===== src/rtl/regfile_scoreboard.sv =====
// Register file with two combinational read ports, one write port and a
// per-register pending-write scoreboard; entry 0 is hardwired to zero.
module regfile_scoreboard #(
    parameter int          WIDTH  = 32,
    parameter int          ADDR_W = 5,
    parameter int unsigned BYPASS = 1
) (
    input  logic              clk,
    input  logic              reset_n,
    input  logic              wr_en,
    input  logic [ADDR_W-1:0] wr_addr,
    input  logic [WIDTH-1:0]  wr_data,
    input  logic              rsv_en,
    input  logic [ADDR_W-1:0] rsv_addr,
    input  logic [ADDR_W-1:0] rd_addr1,
    output logic [WIDTH-1:0]  rd_data1,
    output logic              rd_busy1,
    input  logic [ADDR_W-1:0] rd_addr2,
    output logic [WIDTH-1:0]  rd_data2,
    output logic              rd_busy2
);

    localparam int DEPTH = 2 ** ADDR_W;

    logic [WIDTH-1:0]  mem_r [DEPTH];
    logic [DEPTH-1:1]  busy_r;
    logic [DEPTH-1:0]  busy_vec_s;
    logic              wr_ok_s;
    logic              rsv_ok_s;
    logic [ADDR_W-1:0] rd_addr_s [2];
    logic [WIDTH-1:0]  rd_data_s [2];
    logic              rd_busy_s [2];

    assign wr_ok_s    = wr_en && (wr_addr != '0);
    assign rsv_ok_s   = rsv_en && (rsv_addr != '0);
    assign busy_vec_s = {busy_r, 1'b0};

    assign rd_addr_s[0] = rd_addr1;
    assign rd_addr_s[1] = rd_addr2;
    assign rd_data1     = rd_data_s[0];
    assign rd_busy1     = rd_busy_s[0];
    assign rd_data2     = rd_data_s[1];
    assign rd_busy2     = rd_busy_s[1];

    // Data storage: entry 0 is never written, so it holds its reset value.
    always_ff @(posedge clk or negedge reset_n) begin
        if (!reset_n) begin
            for (int i = 0; i < DEPTH; i++) begin
                mem_r[i] <= '0;
            end
        end else if (wr_ok_s) begin
            mem_r[wr_addr] <= wr_data;
        end
    end

    // Scoreboard: a reserve on the same edge as the write-back wins, since a
    // newer producer has been issued for that register.
    always_ff @(posedge clk or negedge reset_n) begin
        if (!reset_n) begin
            busy_r <= '0;
        end else begin
            for (int i = 1; i < DEPTH; i++) begin
                if (rsv_ok_s && (rsv_addr == ADDR_W'(i))) begin
                    busy_r[i] <= 1'b1;
                end else if (wr_ok_s && (wr_addr == ADDR_W'(i))) begin
                    busy_r[i] <= 1'b0;
                end
            end
        end
    end

    // Read ports: the forward path is gated by reset so nothing leaks while held.
    always_comb begin
        for (int p = 0; p < 2; p++) begin
            rd_data_s[p] = '0;
            rd_busy_s[p] = 1'b0;
            if (!reset_n || (rd_addr_s[p] == '0)) begin
                rd_data_s[p] = '0;
                rd_busy_s[p] = 1'b0;
            end else if ((BYPASS != 32'd0) && wr_en && (wr_addr == rd_addr_s[p])) begin
                rd_data_s[p] = wr_data;
                rd_busy_s[p] = 1'b0;
            end else begin
                rd_data_s[p] = mem_r[rd_addr_s[p]];
                rd_busy_s[p] = busy_vec_s[rd_addr_s[p]];
            end
        end
    end

endmodule


===== config.mk =====
export PLATFORM = sky130hd
export DESIGN_NAME = regfile_scoreboard
export DESIGN_NICKNAME = d
export VERILOG_FILES = /design/src/rtl/regfile_scoreboard.sv
export SDC_FILE = /design/constraint.sdc
export NUM_CORES = 2
export LEC_CHECK = 0
export CORE_MARGIN = 8
export CORE_UTILIZATION = 68
export DETAILED_ROUTE_END_ITERATION = 10
export PLACE_DENSITY = 0.85
export SYNTH_ARGS = -nofsm -noshare
export SYNTH_HDL_FRONTEND = slang
export SYNTH_SLANG_ARGS = --single-unit
export TNS_END_PERCENT = 1

===== constraint.sdc =====
create_clock -name clk -period 5.9 [get_ports clk]
set_input_delay 0.59 -clock clk [delete_from_list [all_inputs] [get_ports clk]]
set_output_delay 0.59 -clock clk [all_outputs]
set_load 0.005 [all_outputs]

Yosys cells after proc, flatten, opt, wreduce, memory -nomap -nowiden
Index checks and enable logic that the tools add are counted.
Widths: inputs -> output; s select.
{"block": "classes", "n_lt_le_gt_ge": 6, "n_eq_ne": 64, "n_mux": 83, "n_bitwise": 3, "reduce_logical": 105}
{"cell": "$bwmux 1024", "n": 1}
{"cell": "$bmux 32 s5", "n": 2}
{"cell": "$mux 32", "n": 9}
{"cell": "$demux 32 s5", "n": 1}
{"cell": "$eq 5x5->1 const B", "n": 32}
{"cell": "$eq 5x4->1 const B", "n": 16}
{"cell": "$mux 1", "n": 68}
{"cell": "$logic_and 1x1->1", "n": 67}
{"cell": "$reduce_bool 2->1", "n": 31}
{"cell": "$eq 5x3->1 const B", "n": 8}
{"cell": "$eq 5x2->1 const B", "n": 4}
{"cell": "$ge 6x6->1 const B", "n": 3}
{"cell": "$not 5->6", "n": 3}
{"cell": "$lt 5x6->1 const B", "n": 2}
{"cell": "$bmux 1 s5", "n": 2}
{"cell": "$eq 5x1->1 const B", "n": 2}
{"cell": "$eq 5x5->1", "n": 2}
{"cell": "$logic_not 5->1", "n": 2}
{"cell": "$reduce_bool 5->1", "n": 2}
{"cell": "$lt 6x1->1 const B", "n": 1}
{"cell": "$logic_or 1x1->1", "n": 2}
{"cell": "$logic_not 1->1", "n": 1}
{"block": "totals", "register_bits": 1055, "input_bits": 56}

Logic depth before layout (Yosys ltp)
{"block": "logic_depth", "depth_word": 6, "ltp_mapped": 10, "mapped_depth_nobuf": 5}

Least setup slack after synthesis
OpenSTA, ideal clock, no wires.
{"block": "synth_timing", "path_kind": "input -> output", "from": "in rd_addr1[0]", "to": "out rd_data1[12]", "t_arrival_ns": 2.349, "setup_slack_ns": 2.961, "stages": 8, "path_cell_list": "buf_2 > buf_6 > buf_6 > buf_2 > mux4_2 > a22oi_1 > nand3_1 > a22o_1"}
{"block": "synth_between", "elab_chain_len": 6, "elab_cells_between_ends": 10, "cone_classes": "eq/ne (1); mux (5); bitwise (1); reduce/logical (3)"}
{"element": "from (decl)", "line": "15", "rtl": "input logic [ADDR_W-1:0] rd_addr1,"}
{"element": "$not 5->6 (implied by the code)", "line": "84", "rtl": "rd_data_s[p] = mem_r[rd_addr_s[p]];"}
{"element": "$bmux 32 s5", "line": "84"}
{"element": "$mux 32 (implied by the code) (2 in series)", "line": "84"}
{"element": "$mux 32", "line": "80", "rtl": "end else if ((BYPASS != 32'd0) && wr_en && (wr_addr == rd_addr_s[p])) begin"}
{"element": "$mux 32 *", "line": "77", "rtl": "if (!reset_n || (rd_addr_s[p] == '0)) begin"}
{"element": "to (decl)", "line": "16", "rtl": "output logic [WIDTH-1:0] rd_data1,"}
Mark *: on every way between the ends. The rest lies on a longest branch, timed or not. The select of a mux whose other input is x is not followed.

Final worst setup path
{"block": "layout_timing", "from": "in wr_addr[1]", "to": "out rd_data2[16]"}
{"block": "layout_between", "elab_chain_len": 4}
{"element": "from (decl)", "line": "11", "rtl": "input logic [ADDR_W-1:0] wr_addr,"}
{"element": "$eq 5x5->1", "line": "80"}
{"element": "$logic_and 1x1->1", "line": "80"}
{"element": "$mux 32", "line": "80"}
{"element": "$mux 32", "line": "77"}
{"element": "to (decl)", "line": "19", "rtl": "output logic [WIDTH-1:0] rd_data2,"}
No other way between the ends.

==> run metrics <==
met2 Use GR 0.544; fraction of registers with async set/reset 1.00; Slew HR 0.105; IO Count 122; Post-DP Area 0.0590 mm^2; DRT Pass-1 Iters 5; CP endpoint kind primary output; Core Region 0.0834 mm^2; GR Util met1 0.490; layout cells sized above 1 0.484; final worst path period share 0.849; Layout Nets 3,820; Yosys Warn Count 0; Clk Latency, worst-skew pair 0.66 ns; Hold Violations, Final 0; largest cells by area after synthesis dfrtp_1 (46%), mux2_2 (20%), mux4_2 (19%); Data required, critical path 5.31 ns; vias 37,926; RSZ-0062 raised after global routing false; Placer Congestion 0.885; hold crit path type flip-flop to flip-flop; FMAX 200 MHz; CTS root buffer clkbuf_16; TritonCTS Buffers 108; Detail Route Antenna Nets 0; initial antenna violation count 10; CTS Sinks 1,055; setup TNS 0 ns; mapped cell area 0.0570 mm^2; Worst-path clk slew 0.06 ns; outcome finished, final reports clean; crit path launch wr_addr[1]; Core Rows 106; GRT met3 Usage 0.117; flops & latches, synth 1,055; crit path DAT 4.42 ns; top fanout value on the critical path 19; final instance area 0.0626 mm^2; final setup vio count 0; Final min period 5.01 ns; crit path launch type input pin; kind of critical path input pin to primary output; worst clock skew 0 ns; Die Ht 306 um; Reg2Reg Launch Point mem_r[877]; Cells after Synth 3,848; flop-to-flop setup slack 5.07 ns; H-Tree Depth 3; r2r endpoint mem_r[877]; leakage power 27.3 nW; largest net degree at the start of global routing 92; sequential element share of the synthesized area 0.463; distinct cell type count after synthesis 56; die area 0.0934 mm^2; GR Util All Layers 0.372; Synth area leader dfrtp_1; syn avg cell area 14.8 um^2; final cell count without fillers 4,947; worst vdd ir 0.000311 V; GRT Max-Usage Layer met2; first-pass GRT wire length 260,000 um; Die W 306 um; final core utilization 0.751; vias in the first global route 39,629; Design Power 21.2 mW; DRC Markers 0; Cell Pwr Density 339 mW/mm^2; Max Root-Sink Buffers 3; slew of the pin with the lowest slew margin 1.34 ns; CP endpoint rd_data2[16]; final WL 174,000 um; Synth top area share 0.463; Synth Net Count 3,904; Slew Limit Fails 0; number of synthesized flops with an enable pin 0; Max-Cap Viols 0; global route overflow 0; DR vias/cell 7.67; CTS tree built; Reg2Reg Depth 1; hpwl dp 100,000 um; Area Overhead vs Synth 9.82%; Avg WL per Cell 35.1 um; I/O Buffers 121; drt initial violations 4,443; initial core utilization 0.684; placed cell count 4,733; top_reg_cell synth dfrtp_1
how the worst min path moves through the flow:
stage               depth (start not counted)  slack (ns)        start     endpoint
floorplan                                   0        0.29      reset_n   busy_r[10]
global placement                            0        0.38  mem_r[1023]  mem_r[1023]
detailed placement                          0        0.38   mem_r[993]   mem_r[993]
CTS                                         0        0.40  mem_r[1012]  mem_r[1012]
global route                                0        0.40  mem_r[1012]  mem_r[1012]
finish                                      0        0.39  mem_r[1023]  mem_r[1023]
cells by family (layout without fill, tap and decap cells):
| kind of cell | count (synthesis) | after routing | synth area share |
|---|---|---|---|
| other | 0 | 9 | 0 |
| XOR/XNOR | 10 | 10 | 0.00154 |
| AO/OA/AOI/OAI | 367 | 367 | 0.0492 |
| multiplexers | 1691 | 1691 | 0.426 |
| flip-flops | 1055 | 1055 | 0.463 |
| buffers and inverters | 458 | 468 | 0.0376 |
| AND/OR/NAND/NOR | 267 | 267 | 0.0229 |
repair_timing:
| action | in CTS | in global routing |
|---|---|---|
| setup buffers | 0 | 0 |
| endpoints found under the hold margin | 65 | 0 |
| resized for setup | 0 | 0 |
| endpoints found under the setup margin | 0 | 0 |
| hold buffers | 1 | 0 |
synth_stat cells, types with 32 or more instances:
cell      count
mux4_2      477
buf_2       123
dfrtp_1    1055
mux2_2     1005
nand2_1     113
clkbuf_1    233
o22ai_1      42
mux2i_1     180
a21oi_1      38
a22oi_1      64
nor2_1       32
buf_4        35
nand3_1      54
o211ai_1     33
sequential cells by signal, summed over array words and instances, names as in the netlist:
signal and count:
busy_r 31, mem_r 1024
cell usage in the layout (no fill, tap or decap), types with 18 or more instances in the layout:
cell type	netlist	layout
dfrtp_1	1055	1055
mux2_2	1005	1005
mux4_2	477	477
mux2i_1	180	180
clkdlybuf4s50_1	0	111
clkbuf_16	0	110
buf_4	35	108
nand2_1	113	103
a22oi_1	64	64
nand3_1	54	53
o22ai_1	42	42
a21oi_1	38	38
o211ai_1	33	33
clkbuf_1	233	33
a221oi_1	31	31
a221o_1	31	31
o211a_1	30	30
mux2_4	29	29
a22o_1	27	27
clkbuf_8	0	24
o21ai_0	22	22
clkinv_2	0	19
nor2_1	32	18
buf_12	0	18
critical path, cell delays in order:
cell             delay (ns)
clkdlybuf4s50_1        0.86
xor2_1                 0.19
nor4_2                 0.67
nand3_1                0.24
nor2_4                 0.61
buf_4                  0.36
a221o_1                0.30
clkdlybuf4s50_1        0.57
power by group:
group	internal, mW	switching (mW)	leakage (nW)
Combinational	2.66	1.88	12.1
Clock	4.09	2.94	1.78
Sequential	8.62	1.04	13.5
routing by layer:
metal,vias to the layer above,wire (um)
met4,2,12300
li1,14762,-
met2,2594,77500
met3,723,21200
met1,19845,62700
met5,-,20
final cells by class:
cell class / count / area [um^2]
multi-input combinational: 2335 / 28800
clock inverter: 37 / 424
tap: 1080 / 1350
sequential: 1055 / 26400
timing repair buffer: 247 / 2410
antenna: 9 / 22.5
fill: 4875 / 20800
inverter: 17 / 63.8
clock buffer: 167 / 3210
metrics by stage:
step	worst slack, ns	hold WS (ns)
5_1_grt	0.821	0.402
4_1_cts	1.05	0.396
3_3_place_gp	1.13	0.376
6_report	0.892	0.395
3_5_place_dp	1.07	0.383
2_1_floorplan	2.96	0.294
No activity file was read; power rests on OpenSTA's default activity.
